`src/rtl/pcs_lock_pkg.sv`:
```
// Shared types and helpers for the 64b/66b block-lock path.
// Latency: n/a (types and pure functions only).
// Backpressure: n/a.
//
// Contents: lock_state_t lane FSM states, the two legal sync header codes,
// and sh_is_valid() which classifies a 2-bit sync header.
package pcs_lock_pkg;

   typedef enum logic {
      TEST      = 1'b0,
      SLIP_WAIT = 1'b1
   } lock_state_t;

   localparam logic [1:0] SYNC_DATA = 2'b01;
   localparam logic [1:0] SYNC_CTRL = 2'b10;

   // Only 01 (data) and 10 (control) are legal; 00 and 11 indicate misalignment.
   function automatic logic sh_is_valid(input logic [1:0] sh);
      return (sh == SYNC_DATA) || (sh == SYNC_CTRL);
   endfunction

endpackage

```
`src/rtl/block_lock_lane.sv`:
```
// One lane of 64b/66b block lock: window test, slip request, settle wait, slip stats.
// Latency: outputs registered, one cycle after the edge sampling the header.
// Backpressure: none; lane state advances only on edges with valid=1, holds otherwise.
//
// Ports:
//   clk, reset       clock and synchronous active-high reset
//   valid, header    header qualifier and 2-bit sync header from the gearbox
//   clear_counts     synchronous clear of slip_count (beats a same-cycle slip)
//   slip             one-cycle slip request to the gearbox
//   block_lock       registered lock status
//   block_lock_next  next-state lock, lets the parent register an aligned aggregate
//   slip_count       saturating count of slips issued
module block_lock_lane #(
   parameter int WINDOW      = 64,
   parameter int INVALID_MAX = 16,
   parameter int SLIP_WAIT   = 0
) (
   input  logic       clk,
   input  logic       reset,
   input  logic       valid,
   input  logic [1:0] header,
   input  logic       clear_counts,
   output logic       slip,
   output logic       block_lock,
   output logic       block_lock_next,
   output logic [7:0] slip_count
);
   import pcs_lock_pkg::*;

   localparam int CW = $clog2(WINDOW + 1);

   lock_state_t   state, state_n;
   logic [CW-1:0] sh_cnt, sh_cnt_n;
   logic [CW-1:0] sh_invalid_cnt, sh_invalid_cnt_n;
   logic [7:0]    wait_cnt, wait_cnt_n;
   logic          lock_n;
   logic          slip_n;

   logic          hdr_ok;
   logic [CW-1:0] cnt_inc;
   logic [CW-1:0] inv_inc;
   logic [8:0]    wait_inc;

   assign hdr_ok   = sh_is_valid(header);
   assign cnt_inc  = sh_cnt + 1'b1;
   assign inv_inc  = sh_invalid_cnt + CW'(!hdr_ok);
   assign wait_inc = {1'b0, wait_cnt} + 9'd1;

   always_comb begin
      state_n          = state;
      sh_cnt_n         = sh_cnt;
      sh_invalid_cnt_n = sh_invalid_cnt;
      wait_cnt_n       = wait_cnt;
      lock_n           = block_lock;
      slip_n           = 1'b0;
      if (valid) begin
         if (state == TEST) begin
            // Slip check wins over the window-end check on the same header.
            if (!hdr_ok && (!block_lock || inv_inc == CW'(INVALID_MAX))) begin
               lock_n           = 1'b0;
               slip_n           = 1'b1;
               sh_cnt_n         = '0;
               sh_invalid_cnt_n = '0;
               state_n          = (SLIP_WAIT == 0) ? TEST : pcs_lock_pkg::SLIP_WAIT;
            end else if (cnt_inc == CW'(WINDOW)) begin
               // A clean window grants lock; a window with tolerated errors keeps status.
               if (inv_inc == '0) begin
                  lock_n = 1'b1;
               end
               sh_cnt_n         = '0;
               sh_invalid_cnt_n = '0;
            end else begin
               sh_cnt_n         = cnt_inc;
               sh_invalid_cnt_n = inv_inc;
            end
         end else begin
            // Gearbox is still settling; header content is ignored here.
            if (wait_inc == 9'(SLIP_WAIT)) begin
               wait_cnt_n = '0;
               state_n    = TEST;
            end else begin
               wait_cnt_n = wait_inc[7:0];
            end
         end
      end
   end

   assign block_lock_next = lock_n;

   always_ff @(posedge clk) begin
      if (reset) begin
         state          <= TEST;
         sh_cnt         <= '0;
         sh_invalid_cnt <= '0;
         wait_cnt       <= '0;
         block_lock     <= 1'b0;
         slip           <= 1'b0;
         slip_count     <= '0;
      end else begin
         state          <= state_n;
         sh_cnt         <= sh_cnt_n;
         sh_invalid_cnt <= sh_invalid_cnt_n;
         wait_cnt       <= wait_cnt_n;
         block_lock     <= lock_n;
         slip           <= slip_n;
         if (clear_counts) begin
            slip_count <= '0;
         end else if (slip_n && slip_count != 8'hFF) begin
            slip_count <= slip_count + 8'd1;
         end
      end
   end

endmodule

```
`src/rtl/block_lock_multi.sv`:
```
// Multi-lane 64b/66b block lock with per-lane slip stats and an all-lanes-locked flag.
// Latency: all outputs registered, one cycle after the sampling edge.
// Backpressure: none; each lane advances only on its own i_valid bit.
//
// Ports:
//   i_clk, i_reset   clock and synchronous active-high reset
//   i_valid          per-lane header qualifier, lane i at bit i
//   i_header         sync headers, lane i at [2i+1:2i]
//   i_clear_counts   clears every lane's slip counter
//   o_slip           per-lane one-cycle slip request
//   o_block_lock     per-lane lock status
//   o_all_locked     AND of all lane locks, cycle-aligned with o_block_lock
//   o_slip_count     per-lane saturating slip count, lane i at [8i+7:8i]
module block_lock_multi #(
   parameter int N_LANES     = 1,
   parameter int WINDOW      = 64,
   parameter int INVALID_MAX = 16,
   parameter int SLIP_WAIT   = 0
) (
   input  logic                   i_clk,
   input  logic                   i_reset,
   input  logic [N_LANES-1:0]     i_valid,
   input  logic [2*N_LANES-1:0]   i_header,
   input  logic                   i_clear_counts,
   output logic [N_LANES-1:0]     o_slip,
   output logic [N_LANES-1:0]     o_block_lock,
   output logic                   o_all_locked,
   output logic [8*N_LANES-1:0]   o_slip_count
);

   if (N_LANES < 1 || N_LANES > 8) begin : g_bad_lanes
      $error("N_LANES must be in 1..8");
   end
   if (WINDOW < 2) begin : g_bad_window
      $error("WINDOW must be at least 2");
   end
   if (INVALID_MAX < 1 || INVALID_MAX > WINDOW) begin : g_bad_invalid_max
      $error("INVALID_MAX must be in 1..WINDOW");
   end
   if (SLIP_WAIT < 0 || SLIP_WAIT > 255) begin : g_bad_slip_wait
      $error("SLIP_WAIT must be in 0..255");
   end

   logic [N_LANES-1:0] lock_next;

   for (genvar i = 0; i < N_LANES; i++) begin : g_lane
      block_lock_lane #(
         .WINDOW      (WINDOW),
         .INVALID_MAX (INVALID_MAX),
         .SLIP_WAIT   (SLIP_WAIT)
      ) u_lane (
         .clk             (i_clk),
         .reset           (i_reset),
         .valid           (i_valid[i]),
         .header          (i_header[2*i +: 2]),
         .clear_counts    (i_clear_counts),
         .slip            (o_slip[i]),
         .block_lock      (o_block_lock[i]),
         .block_lock_next (lock_next[i]),
         .slip_count      (o_slip_count[8*i +: 8])
      );
   end

   // Registered from next-state locks so it changes on the same edge as o_block_lock.
   always_ff @(posedge i_clk) begin
      if (i_reset) begin
         o_all_locked <= 1'b0;
      end else begin
         o_all_locked <= &lock_next;
      end
   end

endmodule

```
`config.mk`:
```
export PLATFORM = sky130hd
export DESIGN_NAME = block_lock_multi
export DESIGN_NICKNAME = d
export VERILOG_FILES = /design/src/rtl/pcs_lock_pkg.sv /design/src/rtl/block_lock_lane.sv /design/src/rtl/block_lock_multi.sv
export SDC_FILE = /design/constraint.sdc
export NUM_CORES = 1
export LEC_CHECK = 0
export BUFFER_PORTS_ARGS = -buffer_cell sky130_fd_sc_hd__buf_2
export CORE_MARGIN = 2
export CORE_UTILIZATION = 31
export CTS_BUF_LIST = sky130_fd_sc_hd__clkbuf_2
export DETAILED_ROUTE_END_ITERATION = 8
export HOLD_SLACK_MARGIN = 0.03
export PLACE_DENSITY = 0.52
export SYNTH_ARGS = -nofsm -noshare
export SYNTH_HDL_FRONTEND = slang
export SYNTH_HIERARCHICAL = 1
export SYNTH_SLANG_ARGS = --single-unit
export TNS_END_PERCENT = 30
```
`constraint.sdc`:
```
create_clock -name i_clk -period 3.2 [get_ports i_clk]
set_input_delay 0.8 -clock i_clk [delete_from_list [all_inputs] [get_ports i_clk]]
set_output_delay 0.8 -clock i_clk [all_outputs]
set_load 0.02 [all_outputs]
```
==> metrics.txt <==
status completed; overall routing resource usage 13.4%; clock tree from TritonCTS done; FP Rows 28; CP top delay family simple AND/OR/NAND/NOR gates; GR Overflow Total 0; share of cells above drive strength 1 18.4%; area occupied by multi-input gates 1190 sq um; FILL cells 629; worst hold start g_lane[0].u_lane/sh_invalid_cnt[0]; Core Util, Final 36.4%; minimum clock period 2.84 ns; Area Growth Syn to Fin 12.5%; max incr delay on CP 0.52 ns; fin nets 266; CP bufs+invs 2; Tot Pwr 0.714 mW; Yosys reg bits 34; Syn Inst Count 232; CP arrival 3.14 ns; dpl cell area 2140 sq um; wire per inst 13.1 um; required time of the worst setup path 3.51 ns; HP Class reg -> reg; Die Ht 83.0 um; RePlAce Congestion 0.837; Synth Flop Type dfxtp_1; Worst Hold End g_lane[0].u_lane/sh_invalid_cnt[0]; Final Hold Fails 0; Clock Path Buffers 2; Worst setup EP type flop; CTS Hold Bufs 0; Final period util 88.6%; synth unique cells 50; Die X 83.0 um; die area 6890 sq um; CP Launch Type input pin; worst skew pair latency 0.36 ns; clk sink count 34; Critical-path top delay cell or4_1; P per Cell Area 328 nW/um^2; dpl hpwl 3.04 mm; Post-Route WL 4.35 mm; Initial Utilization 32.3%; RSZ-0062 raised after global routing false; post-route cell area 2180 sq um; register area share after synthesis 35.2%; crit-path cells buf_2 -> xor2_1 -> inv_1 -> ha_1 -> ha_1 -> nor3_1 -> a41oi_2 -> nor4b_4 -> a21oi_2 -> or4_1 -> a21oi_1; Max Cap Viol 0; core footprint 5990 sq um; RR Startpoint g_lane[0].u_lane/sh_invalid_cnt[0]; largest net degree at the start of global routing 34; Slew @ Worst Pin 0.906 ns; mean area per synthesized cell 8.34 sq um; Post-synth EDFFs 0; yosys warns 6; I/O pin count 17; ant diodes 0; Pleak 0.842 nW; number of global-route vias before repair 1727; sequential standard cell area 681 sq um; H-tree Lvls 2; drt via density 5.24; Vias 1735; post-CTS setup buffer count 0; drt pass-1 iters 4; Root Buffer clkbuf_2; max-slew violations 0; clk_skew 0.0226 ns; worst hold stages 2; Post-Syn Nets 243; Post-CTS Resized 0; reg-to-reg slack, setup 0.81 ns; global-route wire length before repair 7.84 mm; most frequent cells in the layout 34 x dfxtp_1, 22 x nand2_1, 20 x a21oi_1; CTS clk-pin slew, worst paths 0.19 ns; IO Port Bufs 16; Post-route DRC 0; CP max FO 7; critical path type in -> reg; Reg-to-Reg End g_lane[0].u_lane/slip_count[4]; fmax 353 MHz; antenna violations before repair 0; reg2reg path depth 8; commonest non-fill, non-tap cell in the layout dfxtp_1; Max transition margin 38.0%; CTS Buf Count 5; 1st-iter DRT viols 89; setup violators final 0; Synth Cell Area 1940 sq um; Routed Antenna Nets 0; fraction of registers with async set/reset 0%; VDD IR-drop max 150 uV; Critical Path Most Common Cell ha_1
## worst register-to-register path: cells and delay by family, from the launching register on
family                   cells  cell delay, ns
AO/OA/AOI/OAI                2            0.29
XOR/XNOR                     1            0.22
adder cells (fa/ha/maj)      2            0.46
flip-flops                   1            0.39
AND/OR/NAND/NOR              3            0.97
## synth_stat cells, drive strengths merged (3+ instances only)
library cell / count / area [sq um]
nor2: 15 / 56.3
nand2: 22 / 82.6
nor3b: 4 / 30.0
and3: 9 / 61.3
nand2b: 3 / 18.8
a31oi: 4 / 25.0
a21o: 5 / 37.5
or3: 4 / 25.0
inv: 3 / 11.3
buf: 3 / 22.5
o22ai: 4 / 25.0
o31ai: 4 / 30.0
or4: 4 / 30.0
a21oi: 21 / 109
nor4b: 6 / 73.8
o21ai: 10 / 53.8
xor2: 5 / 43.8
nor3: 5 / 25.0
nor2b: 4 / 32.5
ha: 5 / 62.6
nor4: 4 / 25.0
dfxtp: 34 / 681
clkbuf: 8 / 30.0
nand4: 5 / 31.3
nand3: 19 / 95.1
## sequential cells by signal (all words and copies together) (netlist names)
| name | count |
|---|---|
| g_lane.u_lane/wait_cnt | 8 |
| o_all_locked | 1 |
| g_lane.u_lane/state | 1 |
| g_lane.u_lane/slip_count | 8 |
| g_lane.u_lane/sh_invalid_cnt | 7 |
| g_lane.u_lane/block_lock | 1 |
| g_lane.u_lane/slip | 1 |
| g_lane.u_lane/sh_cnt | 7 |
## layout make-up
class / count / area share [%]
timing repair buffer: 27 / 7.47
clock buffer: 6 / 1.38
sequential: 34 / 31.2
clock inverter: 2 / 0.402
tap: 75 / 4.31
multi-input combinational: 184 / 54.7
inverter: 3 / 0.517
## layer usage
metal / GRT usage [%] / up-vias / wire length (um)
li1: - / 918 / -
met2: 22.1 / 28 / 2030
met1: 17.1 / 785 / 2100
met4: 5.66 / 0 / 72
met5: 0 / - / 0
met3: 2.68 / 4 / 149
## kinds of logic after synthesis
logic type	Yosys count	synth area share (%)
simple gates	112	33.4
flops	34	35.2
xor+xnor	7	3.17
compound gates	60	21.8
fa+ha+maj	5	3.23
buf+inv	14	3.30
## through the flow
step           TNS (ns)  cells  worst slack, ns  hold slack, ns
2_1_floorplan         0    232           0.0469           0.436
3_3_place_gp          0    323           0.0193           0.469
3_5_place_dp   -0.00573    323         -0.00538           0.465
4_1_cts               0    331            0.389           0.487
5_1_grt               0    331            0.160           0.511
6_report              0    331            0.365           0.484
## how the worst max path moves through the flow
stage	to	start	cells past startpoint
2_1_floorplan	g_lane[0].u_lane/slip_count[5]	i_header[1]	10
3_3_place_gp	g_lane[0].u_lane/slip_count[5]	i_header[1]	11
3_5_place_dp	g_lane[0].u_lane/slip_count[3]	i_header[1]	11
4_1_cts	g_lane[0].u_lane/slip_count[3]	i_header[1]	11
5_1_grt	o_all_locked	i_header[1]	12
6_report	g_lane[0].u_lane/slip_count[4]	i_header[1]	11
## power by group
| part | switching (mW) | total, mW | internal, mW |
|---|---|---|---|
| Clock | 0.150 | 0.204 | 0.0540 |
| Sequential | 0.00319 | 0.431 | 0.428 |
| Combinational | 0.0501 | 0.0798 | 0.0297 |
| Total | 0.203 | 0.714 | 0.511 |
Note: power is estimated with default switching activity, not from simulation.
